==> config.mk <==
export PLATFORM = sky130hd
export DESIGN_NAME = dram_arbiter
export DESIGN_NICKNAME = d
export VERILOG_FILES = /design/src/rtl/dram_arbiter.sv
export SDC_FILE = /design/constraint.sdc
export NUM_CORES = 1
export LEC_CHECK = 0
export BUFFER_PORTS_ARGS = -buffer_cell sky130_fd_sc_hd__buf_2
export CORE_AREA = 4 4 129 131
export CTS_BUF_LIST = sky130_fd_sc_hd__clkbuf_8 sky130_fd_sc_hd__clkbuf_16
export CTS_CLUSTER_DIAMETER = 40
export DETAILED_ROUTE_END_ITERATION = 10
export DIE_AREA = 0 0 133 135
export PLACE_DENSITY = 0.64
export SYNTH_ARGS = -nofsm -noshare
export SYNTH_HDL_FRONTEND = slang
export SYNTH_SLANG_ARGS = --single-unit
==> constraint.sdc <==
create_clock -name clk -period 2.3 [get_ports clk]
set_clock_uncertainty 0.2 [all_clocks]
set_input_delay 0 -clock clk [delete_from_list [all_inputs] [get_ports clk]]
set_output_delay 0 -clock clk [all_outputs]
set_load 0.05 [all_outputs]
==> src/rtl/dram_arbiter.sv <==
// Round-robin arbiter sharing one DRAM port among GPU masters, bounded bursts, one outstanding fixed-latency read.
// Latency: 1-cycle arbitration bubble, grant combinational in ISSUE, read data RD_LATENCY+1 after issue; a master stalls by holding i_req.
// Optional DRAM_ARB_STATS_EN adds per-master saturating accepted-beat counters on o_beat_cnt.
module dram_arbiter #(
    parameter int NUM_MASTERS = 3,
    parameter int ADDR_WIDTH  = 32,
    parameter int DATA_WIDTH  = 32,
    parameter int RD_LATENCY  = 2,
    parameter int BURST_MAX   = 4
) (
    input  logic                              clk,
    input  logic                              rst_n,
    input  logic [NUM_MASTERS-1:0]            i_req,
    input  logic [NUM_MASTERS-1:0]            i_we,
    input  logic [NUM_MASTERS*ADDR_WIDTH-1:0] i_addr,
    input  logic [NUM_MASTERS*DATA_WIDTH-1:0] i_wdata,
    output logic [NUM_MASTERS-1:0]            o_gnt,
    output logic [NUM_MASTERS-1:0]            o_rvalid,
    output logic [DATA_WIDTH-1:0]             o_rdata,
    output logic                              o_dram_req,
    output logic                              o_dram_we,
    output logic [ADDR_WIDTH-1:0]             o_dram_addr,
    output logic [DATA_WIDTH-1:0]             o_dram_wdata,
    input  logic [DATA_WIDTH-1:0]             i_dram_rdata,
    output logic                              o_busy
`ifdef DRAM_ARB_STATS_EN
    ,
    output logic [NUM_MASTERS*16-1:0]         o_beat_cnt
`endif
);

    localparam int PW = $clog2(NUM_MASTERS);
    localparam int CW = PW + 1;
    localparam int BW = $clog2(BURST_MAX + 1);
    localparam int RW = (RD_LATENCY > 1) ? $clog2(RD_LATENCY) : 1;

    typedef enum logic [1:0] {IDLE, ISSUE, WAIT_RD} state_t;

    state_t        state, state_nxt;
    logic [PW-1:0] owner, owner_nxt;
    logic [PW-1:0] rr_ptr, rr_nxt;
    logic [BW-1:0] beat_cnt, beat_nxt;
    logic [RW-1:0] rd_cnt, rd_nxt;
    logic [PW-1:0] winner;
    logic          win_found;
    logic [CW-1:0] cand;
    logic          xfer;
    logic          rd_done;

    assign xfer    = (state == ISSUE) && i_req[owner] && (beat_cnt < BW'(BURST_MAX));
    assign rd_done = (state == WAIT_RD) && (rd_cnt == RW'(RD_LATENCY - 1));
    assign o_busy  = (state != IDLE);

    always_comb begin
        state_nxt    = state;
        owner_nxt    = owner;
        rr_nxt       = rr_ptr;
        beat_nxt     = beat_cnt;
        rd_nxt       = rd_cnt;
        o_gnt        = '0;
        o_dram_req   = 1'b0;
        o_dram_we    = 1'b0;
        o_dram_addr  = '0;
        o_dram_wdata = '0;
        winner       = '0;
        win_found    = 1'b0;
        cand         = '0;

        // Wrap by compare so non-power-of-two master counts rotate correctly.
        for (int i = 0; i < NUM_MASTERS; i++) begin
            cand = {1'b0, rr_ptr} + CW'(i);
            if (cand >= CW'(NUM_MASTERS)) cand = cand - CW'(NUM_MASTERS);
            if (!win_found && i_req[cand[PW-1:0]]) begin
                win_found = 1'b1;
                winner    = cand[PW-1:0];
            end
        end

        case (state)
            IDLE: begin
                if (win_found) begin
                    owner_nxt = winner;
                    beat_nxt  = '0;
                    state_nxt = ISSUE;
                end
            end
            ISSUE: begin
                if (xfer) begin
                    o_gnt[owner] = 1'b1;
                    o_dram_req   = 1'b1;
                    o_dram_we    = i_we[owner];
                    o_dram_addr  = i_addr[int'(owner)*ADDR_WIDTH +: ADDR_WIDTH];
                    o_dram_wdata = i_wdata[int'(owner)*DATA_WIDTH +: DATA_WIDTH];
                    beat_nxt     = beat_cnt + BW'(1);
                    if (!i_we[owner]) begin
                        rd_nxt    = '0;
                        state_nxt = WAIT_RD;
                    end
                end else begin
                    rr_nxt    = (owner == PW'(NUM_MASTERS - 1)) ? '0 : owner + PW'(1);
                    state_nxt = IDLE;
                end
            end
            WAIT_RD: begin
                if (rd_done) state_nxt = ISSUE;
                else         rd_nxt    = rd_cnt + RW'(1);
            end
            default: state_nxt = IDLE;
        endcase
    end

    always_ff @(posedge clk or negedge rst_n) begin
        if (!rst_n) begin
            state    <= IDLE;
            owner    <= '0;
            rr_ptr   <= '0;
            beat_cnt <= '0;
            rd_cnt   <= '0;
            o_rvalid <= '0;
            o_rdata  <= '0;
        end else begin
            state    <= state_nxt;
            owner    <= owner_nxt;
            rr_ptr   <= rr_nxt;
            beat_cnt <= beat_nxt;
            rd_cnt   <= rd_nxt;
            o_rvalid <= '0;
            if (rd_done) begin
                o_rvalid[owner] <= 1'b1;
                o_rdata         <= i_dram_rdata;
            end
        end
    end

`ifdef DRAM_ARB_STATS_EN
    logic [15:0] stat_cnt [NUM_MASTERS];

    for (genvar g = 0; g < NUM_MASTERS; g++) begin : g_stat
        always_ff @(posedge clk or negedge rst_n) begin
            if (!rst_n)                               stat_cnt[g] <= '0;
            else if (o_gnt[g] && stat_cnt[g] != 16'hFFFF) stat_cnt[g] <= stat_cnt[g] + 16'd1;
        end
        assign o_beat_cnt[g*16 +: 16] = stat_cnt[g];
    end
`endif

endmodule

==> reports/results.tsv <==
metric	value	unit
status	completed	
maxCapViolations	0	
wl	15800	um
num_io_pins	337	
power_frac_seq	16.8	%
critical_path.startpoint_type	flop	
switchingPower	4.69	mW
synthCells	445	
fp.coreArea	15600	um2
tightest_slew	0.991	ns
grtUsageTotal	16.1	%
synth_area	3630	um2
avgViaCountPerCell	4.43	
final_cell_mix	buf_2 (323), nor2_1 (138), a21oi_1 (70)	
critPathMaxFanout	28	
setup_tns	0	ns
yosysUniqueCellTypes	36	
ys_warn_count	0	
layout_commonest_cell	buf_2	
instances_no_fill	1015	
final_antenna_net_count	0	
period_share	95.6	%
cts_tree	built	
die_y	135	um
seq_area_frac_synth	31.0	%
critPathRequiredTime	2.10	ns
drive_above_1_share	50.8	%
initial_utilization	23.3	%
finalPower	8.27	mW
combPwrFrac	73.0	%
cts.path.max_buffers	2	
worst-setup-path-type	reg -> out	
max_freq	455	MHz
internal_power	3.58	mW
vias	4501	
pwr-share-clk	10.2	%
holdPathStages	6	
syn-num-nets	682	
cp_data_arrival_time	2.00	ns
wl_per_cell	15.5	um
p_leak	3.17	nW
clk_pin_slew	0.06	ns
dr.first_iter.drc_count	138	
nNetsFinal	1035	
rsz0062_at_grt	false	
numCtsBuffers	5	
switching_share	56.7	%
synth_area_per_cell	8.15	um2
clkSinkCount	45	
grt_max_degree	66	
slew-limit-headroom	34.0	%
dp_cells	971	
hp-class	in -> reg	
diodes	0	
period_needed	2.20	ns
grt_overflow	0	
antenna_found_initial	0	
die_w	133	um
clockRootBuffer	clkbuf_16	
rows	46	
report.final.slew_viol_count	0	
drc_errors	0	
grt_pass1_wl	23300	um
post_cts.repair.setup_buffers	0	
dr.pass1.iters	4	
grt_pass1_vias	4459	
reg2reg_depth	7	
hold_violations	0	
post-route-util	40.0	%
dp_hpwl	12100	um
io_buffers	336	
setup_viol	0	
synth_seq_cells	45	
fin_hold_ws	0.0309	ns
crit_path_end_kind	output pin	
pwr_density_cell	1330	nW/um2
gp_congestion	0.841	
clk_latency	0.29	ns
die-area	18000	um2
cts_htree_levels	2	
ir_worst_vdd	0.00102	V
area_delta_synth_final	72.0	%
## worst max-delay path, cell delays in order, from the launching register on
cell	delay [ns]
dfrtp_4	0.51
mux2i_1	0.14
o2bb2ai_2	0.23
nand4bb_4	0.15
buf_4	0.25
nor2_1	0.14
buf_2	0.28
## synth_stat cells (all sizes together)
master | instances | area share [%]
mux2i | 69 | 19
mux2 | 33 | 10
buf | 22 | 3.6
nand2b | 4 | 0.69
o2bb2ai | 1 | 0.24
nor3b | 3 | 0.76
nand4bb | 1 | 0.31
a21oi | 71 | 9.8
ha | 5 | 1.7
o31ai | 1 | 0.21
o21ai | 5 | 0.69
a21bo | 1 | 0.28
clkbuf | 13 | 1.3
dfrtp | 45 | 31
a311oi | 1 | 0.24
or2b | 4 | 0.93
a21o | 1 | 0.21
nor3 | 2 | 0.41
nand2 | 7 | 0.72
nand3b | 1 | 0.21
or4 | 1 | 0.21
o22ai | 4 | 0.86
nand3 | 3 | 0.41
nor2 | 138 | 14
nor2b | 2 | 0.34
inv | 5 | 0.52
a31oi | 1 | 0.17
o41ai | 1 | 0.45
## worst paths after layout
kind,slack [ns],startpoint,to
max in group asynchronous,0.94,rst_n,owner[0]$_DFFE_PN0P_
worst max-delay path,0.10,owner[0]$_DFFE_PN0P_,o_dram_wdata[11]
worst min register to register,0.29,beat_cnt[0]$_DFFE_PN0P_,beat_cnt[0]$_DFFE_PN0P_
min in group asynchronous,0.24,rst_n,o_rdata[20]$_DFFE_PN0P_
worst max register to register,0.13,rr_ptr[0]$_DFFE_PN0P_,state[0]$_DFFE_PN0P_
worst min-delay path,0.03,i_we[0],state[1]$_DFFE_PN0P_
## logic make-up after synthesis
family | share of synthesized area [%]
mux | 29.4
simple gates | 19.3
buf+inv | 5.42
flops | 31.0
compound gates | 13.1
fa+ha+maj | 1.72
## through the flow
step / setup WS (ns) / instance area (um2)
2_1_floorplan: 0.201 / 3630
3_3_place_gp: 0.118 / 5670
3_5_place_dp: 0.0644 / 5670
4_1_cts: 0.0343 / 6210
5_1_grt: 0.00217 / 6240
6_report: 0.101 / 6240
## flip-flops by register name, summed over array words and instances (netlist names)
register  count
owner         2
rr_ptr        2
o_rdata      32
rd_cnt        1
o_rvalid      3
beat_cnt      3
state         2
## power groups by stage
stage	Clock, mW	Sequential [mW]	Combinational (mW)
6_report	0.845	1.39	6.04
5_1_grt	0.906	1.44	6.44
4_1_cts	0.872	1.39	6.06
3_5_place_dp	0	1.39	5.99
3_3_place_gp	0	1.38	5.95
2_1_floorplan	0	2.37	3.38
## cell type report
cell class	instances	area (um2)
multi-input combinational	360	2350
tap	216	270
sequential	45	1130
inverter	5	18.8
clock buffer	6	139
timing repair buffer	381	2290
fill	1596	9360
clock inverter	2	37.5
## layer usage
metal / part of all wire, % / global-route usage [%] / routed length [um] / up-vias
met3: 8.2 / 4.84 / 1290 / 11
met1: 40 / 18.8 / 6260 / 2061
met2: 51 / 29.3 / 8060 / 203
met5: 0 / 0 / 0 / -
li1: - / - / - / 2226
met4: 0.88 / 3.29 / 139 / 0
## timing repair
action / 4_1_cts / 5_1_grt
hold buffers: 36 / 0
resized for setup: 1 / 11
hold endpoints to repair: 81 / 0
endpoints found under the setup margin: 1 / 8
cloned: 0 / 0
No activity file was read; power rests on OpenSTA's default activity.
